### src/rtl/reg_fifo_pkt.sv
`default_nettype none
// ============================================================================
// Module   : reg_fifo_pkt
// Purpose  : Register-based synchronous FIFO with per-word packet-end tag.
//            Any depth 2..64 (power of two not required), runtime
//            almost-full / almost-empty thresholds, packet counting,
//            synchronous flush, sticky overflow / underflow flags and a
//            selectable first-word-fall-through or standard read mode.
//            Used as the small elastic buffer in front of AXI frame-buffer
//            burst logic.
// Revision : 1.0  initial release
// ----------------------------------------------------------------------------
// Parameters
//   fwft_mode        "true"  : dout valid while empty_n=1 (read latency 0)
//                    "false" : dout loads the head word 1 cycle after a read
//   fifo_depth       number of entries, 2..64
//   fifo_data_width  data width in bits
//   simulation_delay simulation-only register update delay (not modelled in
//                    this synthesizable view; range-checked only)
//   CW               width of every count / threshold field
// Ports
//   clk, rst               clock, asynchronous active-high reset
//   flush                  synchronous clear of contents and flags
//   fifo_wen/din/din_last  write request, data and packet-end tag
//   fifo_full(_n)          full flag and its inverse
//   fifo_almost_full       data_cnt >= almost_full_th
//   fifo_ren               read request
//   fifo_dout/dout_last    read data and its packet-end tag
//   fifo_empty(_n)         empty flag and its inverse
//   fifo_almost_empty      data_cnt <= almost_empty_th
//   almost_full_th/_empty_th runtime thresholds
//   data_cnt, pkt_cnt      stored words / stored words tagged last
//   pkt_avail              pkt_cnt != 0
//   overflow, underflow    sticky error flags, cleared by err_clr
// ============================================================================
module reg_fifo_pkt #(
  parameter           fwft_mode        = "true",
  parameter int       fifo_depth       = 8,
  parameter int       fifo_data_width  = 32,
  parameter int       simulation_delay = 1,
  localparam int      CW               = $clog2(fifo_depth + 1)
) (
  input  logic                       clk,
  input  logic                       rst,
  input  logic                       flush,
  input  logic                       fifo_wen,
  input  logic [fifo_data_width-1:0] fifo_din,
  input  logic                       fifo_din_last,
  output logic                       fifo_full,
  output logic                       fifo_full_n,
  output logic                       fifo_almost_full,
  input  logic                       fifo_ren,
  output logic [fifo_data_width-1:0] fifo_dout,
  output logic                       fifo_dout_last,
  output logic                       fifo_empty,
  output logic                       fifo_empty_n,
  output logic                       fifo_almost_empty,
  input  logic [CW-1:0]              almost_full_th,
  input  logic [CW-1:0]              almost_empty_th,
  output logic [CW-1:0]              data_cnt,
  output logic [CW-1:0]              pkt_cnt,
  output logic                       pkt_avail,
  output logic                       overflow,
  output logic                       underflow,
  input  logic                       err_clr
);

  localparam int            PW       = $clog2(fifo_depth);
  localparam bit            FWFT     = (fwft_mode == "true");
  localparam logic [PW-1:0] PTR_LAST = PW'(fifo_depth - 1);
  localparam logic [CW-1:0] CNT_FULL = CW'(fifo_depth);

  // Elaboration-time guard against unsupported parameter sets.
  generate
    if (fifo_depth < 2 || fifo_depth > 64 || fifo_data_width < 1 ||
        simulation_delay < 0 || (!FWFT && fwft_mode != "false")) begin : g_bad_params
      $error("reg_fifo_pkt: unsupported parameter set");
    end
  endgenerate

  // --------------------------------------------------------------------------
  // Storage (not reset: contents are meaningless until written)
  // --------------------------------------------------------------------------
  logic [fifo_data_width-1:0] mem_data_q [fifo_depth];
  logic                       mem_last_q [fifo_depth];

  // --------------------------------------------------------------------------
  // State
  // --------------------------------------------------------------------------
  logic [PW-1:0]              wptr_q, wptr_d;
  logic [PW-1:0]              rptr_q, rptr_d;
  logic [CW-1:0]              cnt_q, cnt_d;
  logic [CW-1:0]              pkt_q, pkt_d;
  logic                       full_q, full_d;
  logic                       empty_q, empty_d;
  logic                       afull_q, afull_d;
  logic                       aempty_q, aempty_d;
  logic                       avail_q, avail_d;
  logic                       ovf_q, ovf_d;
  logic                       udf_q, udf_d;
  logic [fifo_data_width-1:0] dout_q, dout_d;
  logic                       dout_last_q, dout_last_d;

  logic                       wr_acc, rd_acc;
  logic [PW-1:0]              wptr_inc, rptr_inc;
  logic                       pkt_inc, pkt_dec;

  // Acceptance uses registered flags only, so ren never gates a write
  // combinationally. Flush blocks both requests.
  assign wr_acc   = fifo_wen & ~full_q  & ~flush;
  assign rd_acc   = fifo_ren & ~empty_q & ~flush;

  // Explicit wrap so that non-power-of-two depths work.
  assign wptr_inc = (wptr_q == PTR_LAST) ? '0 : wptr_q + PW'(1);
  assign rptr_inc = (rptr_q == PTR_LAST) ? '0 : rptr_q + PW'(1);

  assign pkt_inc  = wr_acc & fifo_din_last;
  assign pkt_dec  = rd_acc & mem_last_q[rptr_q];

  // --------------------------------------------------------------------------
  // Pointers, counts and flags
  // --------------------------------------------------------------------------
  always_comb begin
    wptr_d = wptr_q;
    rptr_d = rptr_q;
    cnt_d  = cnt_q;
    pkt_d  = pkt_q;

    if (flush) begin
      wptr_d = '0;
      rptr_d = '0;
      cnt_d  = '0;
      pkt_d  = '0;
    end else begin
      if (wr_acc) wptr_d = wptr_inc;
      if (rd_acc) rptr_d = rptr_inc;

      case ({wr_acc, rd_acc})
        2'b10:   cnt_d = cnt_q + CW'(1);
        2'b01:   cnt_d = cnt_q - CW'(1);
        default: cnt_d = cnt_q;
      endcase

      if (pkt_inc && !pkt_dec) begin
        pkt_d = pkt_q + CW'(1);
      end else if (!pkt_inc && pkt_dec) begin
        pkt_d = pkt_q - CW'(1);
      end
    end

    // Flags follow the next count and the live thresholds, so a threshold
    // change with no traffic shows up one cycle later.
    full_d   = (cnt_d == CNT_FULL);
    empty_d  = (cnt_d == '0);
    afull_d  = (cnt_d >= almost_full_th);
    aempty_d = (cnt_d <= almost_empty_th);
    avail_d  = (pkt_d != '0);
  end

  // --------------------------------------------------------------------------
  // Sticky errors: a new error event wins over err_clr in the same cycle.
  // A read on an empty FIFO paired with a write is the normal "write into
  // empty" case and is not counted as an underflow.
  // --------------------------------------------------------------------------
  always_comb begin
    ovf_d = ovf_q;
    udf_d = udf_q;
    if (err_clr) begin
      ovf_d = 1'b0;
      udf_d = 1'b0;
    end
    if (fifo_wen && full_q && !flush) ovf_d = 1'b1;
    if (fifo_ren && empty_q && !fifo_wen && !flush) udf_d = 1'b1;
  end

  // --------------------------------------------------------------------------
  // Output data register
  // --------------------------------------------------------------------------
  generate
    if (FWFT) begin : g_fwft
      // dout always shows the head word while the FIFO is non-empty.
      always_comb begin
        dout_d      = dout_q;
        dout_last_d = dout_last_q;
        if (rd_acc) begin
          if (cnt_q > CW'(1)) begin
            dout_d      = mem_data_q[rptr_inc];
            dout_last_d = mem_last_q[rptr_inc];
          end else if (wr_acc) begin
            // Last stored word leaves while a new one arrives: bypass din.
            dout_d      = fifo_din;
            dout_last_d = fifo_din_last;
          end
        end else if (wr_acc && empty_q) begin
          dout_d      = fifo_din;
          dout_last_d = fifo_din_last;
        end
      end
    end else begin : g_std
      // dout loads the head word on the cycle after an accepted read.
      always_comb begin
        dout_d      = dout_q;
        dout_last_d = dout_last_q;
        if (rd_acc) begin
          dout_d      = mem_data_q[rptr_q];
          dout_last_d = mem_last_q[rptr_q];
        end
      end
    end
  endgenerate

  // --------------------------------------------------------------------------
  // Registers
  // --------------------------------------------------------------------------
  always_ff @(posedge clk) begin
    if (wr_acc) begin
      mem_data_q[wptr_q] <= fifo_din;
      mem_last_q[wptr_q] <= fifo_din_last;
    end
  end

  always_ff @(posedge clk or posedge rst) begin
    if (rst) begin
      wptr_q      <= '0;
      rptr_q      <= '0;
      cnt_q       <= '0;
      pkt_q       <= '0;
      full_q      <= 1'b0;
      empty_q     <= 1'b1;
      afull_q     <= 1'b0;
      aempty_q    <= 1'b1;
      avail_q     <= 1'b0;
      ovf_q       <= 1'b0;
      udf_q       <= 1'b0;
      dout_q      <= '0;
      dout_last_q <= 1'b0;
    end else begin
      wptr_q      <= wptr_d;
      rptr_q      <= rptr_d;
      cnt_q       <= cnt_d;
      pkt_q       <= pkt_d;
      full_q      <= full_d;
      empty_q     <= empty_d;
      afull_q     <= afull_d;
      aempty_q    <= aempty_d;
      avail_q     <= avail_d;
      ovf_q       <= ovf_d;
      udf_q       <= udf_d;
      dout_q      <= dout_d;
      dout_last_q <= dout_last_d;
    end
  end

  // --------------------------------------------------------------------------
  // Outputs
  // --------------------------------------------------------------------------
  assign fifo_full         = full_q;
  assign fifo_full_n       = ~full_q;
  assign fifo_almost_full  = afull_q;
  assign fifo_empty        = empty_q;
  assign fifo_empty_n      = ~empty_q;
  assign fifo_almost_empty = aempty_q;
  assign fifo_dout         = dout_q;
  assign fifo_dout_last    = dout_last_q;
  assign data_cnt          = cnt_q;
  assign pkt_cnt           = pkt_q;
  assign pkt_avail         = avail_q;
  assign overflow          = ovf_q;
  assign underflow         = udf_q;

endmodule
`default_nettype wire

### config.mk
export PLATFORM = sky130hd
export DESIGN_NAME = reg_fifo_pkt
export DESIGN_NICKNAME = d
export VERILOG_FILES = /design/src/rtl/reg_fifo_pkt.sv
export SDC_FILE = /design/constraint.sdc
export NUM_CORES = 1
export LEC_CHECK = 0
export CORE_MARGIN = 4
export CORE_UTILIZATION = 55
export CTS_BUF_LIST = sky130_fd_sc_hd__clkbuf_4 sky130_fd_sc_hd__clkbuf_8
export CTS_CLUSTER_DIAMETER = 80
export DETAILED_ROUTE_END_ITERATION = 10
export PLACE_DENSITY_LB_ADDON = 0.05
export SYNTH_ARGS = -nofsm -noshare
export SYNTH_HDL_FRONTEND = slang
export SYNTH_SLANG_ARGS = --single-unit
### constraint.sdc
create_clock -name clk -period 4 [get_ports clk]
set_input_delay 0.4 -clock clk [delete_from_list [all_inputs] [get_ports clk]]
set_output_delay 0.4 -clock clk [all_outputs]
set_load 0.03 [all_outputs]
# Yosys cells after proc, flatten, opt, wreduce, memory -nomap -nowiden
# Memory sizes are Yosys's and may differ from the RTL's.
# Cells that the tools add are included.
[word_totals]
ff_bits = 54
latchBits = 0
ram_bits = 264
romBits = 0
inputBits = 47
output_inout_bits = 50
n_memories = 2
[op_classes]
addsub = 6
mul = 0
n_div = 0
magnitude_cmp = 3
eq_ne = 6
n_shift = 0
n_mux = 24
bitwise_logic = 9
n_reduce_logical = 20
[memory_table]
columns = ["memory", "words", "word_bits", "rd", "rd_clocked_by_memory_dff", "write_ports", "line_no", "text"]
rows = [
  ["mem_data_q", 8, 32, 1, 0, 1, "84", "logic [fifo_data_width-1:0] mem_data_q [fifo_depth];"],
  ["mem_last_q", 8, 1, 2, 0, 1, "85", "logic mem_last_q [fifo_depth];"],
]
[ops]
columns = ["cell", "count"]
rows = [
  ["two-way mux 32 bit", 4],
  ["two-way mux 3 bit", 6],
  ["two-way mux 4 bit", 4],
  ["nonzero test 2 bit", 5],
  ["two-way mux 1 bit", 9],
  ["adder 4 x 1 -> 4 bit (second input constant)", 2],
  ["logical AND 1 bit", 8],
  ["case mux 4 bit (2 select lines)", 1],
  ["subtractor 4 x 1 -> 4 bit (second input constant)", 2],
  ["adder 3 x 1 -> 3 bit (second input constant)", 2],
  ["bitwise AND 1 bit", 6],
  ["== test 3 bit (second input constant)", 2],
  ["== test 4 bit (second input constant)", 1],
  ["greater-or-equal comparator 4 bit", 1],
  ["> comparator 4 x 1 -> 1 bit (second input constant)", 1],
  ["less-or-equal comparator 4 bit", 1],
  ["zero test 1 bit", 4],
  ["zero test 4 bit", 1],
  ["nonzero test 4 bit", 1],
  ["!= test 3 x 2 -> 1 bit (second input constant)", 1],
  ["inverter 1 bit", 3],
  ["== test 2 x 1 -> 1 bit (second input constant)", 1],
  ["== test 2 bit (second input constant)", 1],
  ["AND reduction 2 bit", 1],
]

# Logic depth before layout (Yosys ltp)
[depth]
depth_word = 10
depth_mapped = 15
mapped_depth_nobuf = 13

# Worst setup path after synthesis
# OpenSTA, ideal clock, no wires.
[synth_path]
path_type = "register -> register"
startpoint = "reg full_q (netlist: fifo_full)"
endpoint = "mem mem_data_q[0][0] (enable)"
arrival_time_ns = 3.262
slack_ns = 0.274
path_stages_with_launch = 4
n_path_buf = 0
path_cell_list = "dfrtp_1 nor3b_4 nand2b_1 nor3_1"
[synth_between]
elab_chain_cells = 5
[synth_rtl]
columns = ["element", "line_no", "text"]
rows = [
  ["start, declared", "94", "logic full_q, full_d;"],
  ["start signal, assigned", "242", "full_q <= full_d;"],
  ["inverter 1 bit", "110", "assign wr_acc = fifo_wen & ~full_q & ~flush;"],
  ["bitwise AND 1 bit (2 in series)", "110", ""],
  ["two-way mux 1 bit", "216", "if (wr_acc) begin"],
  ["two-way mux 1 bit (not written as such)", "217", "mem_data_q[wptr_q] <= fifo_din;"],
  ["end, declared", "84", ""],
]
# No other way between the ends.

# Worst setup path after layout
[layout_path]
startpoint = "in flush"
endpoint = "reg aempty_q (netlist: fifo_almost_empty)"
[layout_between]
elab_chain_cells = 6
[layout_rtl]
columns = ["element", "line_no", "text"]
rows = [
  ["start, declared", "45", "input logic flush,"],
  ["inverter 1 bit", "110, 111", ""],
  ["bitwise AND 1 bit, on equally long branches", "111, 110", ""],
  ["== test 2 x 1 -> 1 bit / == test 2 bit (equally long branches)", "138", "case ({wr_acc, rd_acc})"],
  ["case mux 4 bit (2 select lines)", "138", ""],
  ["two-way mux 4 bit (*)", "129", "if (flush) begin"],
  ["net cnt_d[1]", "92", "logic [CW-1:0] cnt_q, cnt_d;"],
  ["less-or-equal comparator 4 bit (*)", "156", "aempty_d = (cnt_d <= almost_empty_th);"],
  ["net aempty_d", "97", "logic aempty_q, aempty_d;"],
  ["end signal, assigned", "245", "aempty_q <= aempty_d;"],
  ["end, declared", "97", ""],
]
# The timed path passes the listed nets; every way through them passes the cells marked *.
# A chain may end at the register's enable or synchronous reset.

==> summary.md <==
| Metric | Value |
|---|---|
| Seq cells post-synth | 318 |
| Synth area leader | edfxtp_1 |
| Global-route wire length before repair | 44.7 mm |
| Dpl hpwl | 16.4 mm |
| CTS Buffer Depth | 3 |
| Largest fanout on the critical path | 8 |
| RSZ-0062 raised after global routing | false |
| Placer Congestion | 0.785 |
| EDFF count, synth | approximately 260 |
| CTS tree | done |
| Worst slew margin | 42.2% |
| Vias | between 7,000 and 8,000 |
| Post-CTS Setup Bufs | 0 |
| Clk root buf | clkbuf_8 |
| Worst hold path type | in -> async |
| Fmax achieved | approximately 0.32 GHz |
| Number of DRC markers in iteration 0 | 563 |
| Diode count | 0 |
| Mapped Avg Cell Area | 15.3 um^2 |
| Worst VDD drop | 0.312 mV |
| Crit-path slowest cell | clkdlybuf4s50_1 |
| Sequential share of the synthesized area | roughly 71% |
| Crit path arrival time | 3.57 ns |
| Top cells by area, synth | edfxtp_1, dfrtp_1, mux4_2, mux2i_1, nand2_1 |
| Ys async rst share | 17.0% |
| Final setup violation count | 0 |
| Commonest cells after routing, fill and taps aside | edfxtp_1, nand2_1, clkdlybuf4s50_1 |
| Via density per instance | 5.72 |
| Hold-fix buffers at CTS | 0 |
| Yosys warning count | 0 |
| Data required, critical path | 4.49 ns |
| Vias in the first global route | 8,010 |
| Final Worst Setup Slack | 0.915 ns |
| Status | completed |
| Place WS | 0.402 ns |
| TritonCTS Buffers | a little under 50 |
| Core Footprint | around 0.023 mm^2 |
| Period minus WS final | between 3 and 4 ns |
| Post-layout power | around 7.4 mW |
| Synthesized net count | 915 |
| Crit path cell chain | clkdlybuf4s50_1 -> nor3b_4 -> inv_1 -> ha_1 -> a211oi_1 -> a211oi_1 -> ha_1 -> nor2b_1 -> o21ai_0 -> nand2b_1 -> a21oi_1 -> a41o_1 |
| Leakage power | 5.23 nW |
| Placed cell area | 0.0145 mm^2 |
| Final Hold Violating Endpoints | 0 |
| Final TNS setup | 0 ns |
| Area fraction of the dominant cell type after synthesis | 60.9% |
| Initial antenna violation count | 0 |
| TritonRoute pass-1 iters | 6 |
| Net count, final | 1,038 |
| IO Count | 97 |
| Wirelength, routed | 28.1 mm |
| Count of different cell masters after synthesis | 48 |
| Max_cap viols | 0 |
| Worst Path Class, Setup | in -> reg |
| Die area | 0.0262 mm^2 |
| Commonest non-fill, non-tap cell in the layout | edfxtp_1 |
| Die Wd | roughly 160 um |
| Critical Path Sink Type | register |
| Post-Syn Area | 0.0130 mm^2 |
| Slowest stage delay, CP | 0.62 ns |
| Worst-path clk slew | 0.06 ns |
| Rows | 56 |
| Port buffer count | 96 |
| Final critical-path share of the clock period | 77.1% |
| Share of cells above drive strength 1 | about 16% |
| Startpoint Class | input pin |
| H-Tree Depth | 2 |
| Final Cell Area | about 0.015 mm^2 |
| Area Overhead vs Synth | 18.8% |
| Final Max Slew Viols | 0 |
| # DRC | 0 |
| Clock Latency Late Sink | 0.56 ns |
| Clock Skew | 0.0200 ns |
| Worst Max-Slew Pin Slew | 0.866 ns |
| WL/cell | 21.1 um |
| Worst r2r path cells | 11 |
| Syn Inst Count | 849 |
| Overflow left after global routing | 0 |
| Post_cts resized | 0 |
| Largest net degree at the start of global routing | 71 |
| Die height | 162 um |
| Clk sink count | 318 |
| Synth Flop Type | edfxtp_1 |
| Total Routing Usage GR | ~22% |
| Power density cells | around 480 mW/mm^2 |
| Initial Util | about 56% |
| Antenna-violating nets left | 0 |
-- cells in the mapped netlist, types with 19 or more instances --
cell and number:
nor2_1 24, nand3_1 35, o21ai_1 39, clkbuf_1 27, ha_1 19, mux2i_1 43, dfrtp_1 52, edfxtp_1 264
nand2_1 112, mux4_2 35, o22a_1 31, inv_1 19, o211ai_1 31, o21ai_0 33
-- per-stage QoR --
| step | util [%] | hold WS [ns] | std cells |
|---|---|---|---|
| 2_1_floorplan | - | 0.491 | 849 |
| 3_3_place_gp | 62.0 | 0.467 | 1240 |
| 3_5_place_dp | 62.0 | 0.475 | 1240 |
| 4_1_cts | 66.1 | 0.348 | 1330 |
| 5_1_grt | 66.1 | 0.384 | 1330 |
| 6_report | 66.1 | 0.360 | 1330 |
-- final cells by class --
cell class	count	area (um^2)
sequential	318	9280
fill	1709	7930
multi-input combinational	460	3520
timing repair buffer	123	1230
clock buffer	76	902
tap	319	399
inverter	20	75.1
clock inverter	14	65.1
-- power by group --
group	switching, mW	total (mW)	internal (mW)
clock network	1.18	2.62	1.43
logic	0.579	0.946	0.367
registers	0.0718	3.81	3.74
-- layer usage --
metal / vias up / wire length (um) / GRT usage [%]
met5: - / 0 / 0
met4: 0 / 453 / 5.07
met3: 50 / 1910 / 4.34
met2: 270 / 13800 / 35.7
met1: 3795 / 11900 / 30.7
li1: 3492 / - / -
-- state kept, by name (all words and copies together), names as in the netlist --
name and count:
pkt_cnt 4, fifo_almost_empty 1, fifo_dout 32, pkt_avail 1
underflow 1, data_cnt 4, rptr_q 3, fifo_empty 1
mem_data_q 256, mem_last_q 8, overflow 1, fifo_almost_full 1
fifo_dout_last 1, fifo_full 1, wptr_q 3
-- cells by family (layout without fill, tap and decap cells) --
family	count (synthesis)	in the layout	synth area share, %
flops	318	318	71.3
simple gates	207	207	7.22
compound gates	151	151	7.60
mux	78	78	9.36
buf+inv	71	233	2.35
fa+ha+maj	19	19	1.83
xor+xnor	5	5	0.336
-- path summary, 6_finish.rpt --
check | start | end | slack [ns]
hold reg to reg | fifo_dout[25] | fifo_dout[25] | 0.48
setup reg to reg | fifo_full | fifo_almost_empty | 0.97
min in group clk | fifo_dout[25] | fifo_dout[25] | 0.48
setup / recovery | flush | fifo_almost_empty | 0.92
hold / removal | rst | fifo_dout[12] | 0.36
max in group asynchronous | rst | fifo_almost_empty | 2.77
-- worst max-delay path: cells and delay by family --
kind / cells / cell delay (ns)
AO/OA/AOI/OAI: 5 / 1.03
AND/OR/NAND/NOR: 3 / 0.59
buffers and inverters: 2 / 0.72
adder cells (fa/ha/maj): 2 / 0.80
Power figures use the tool's default switching activity.
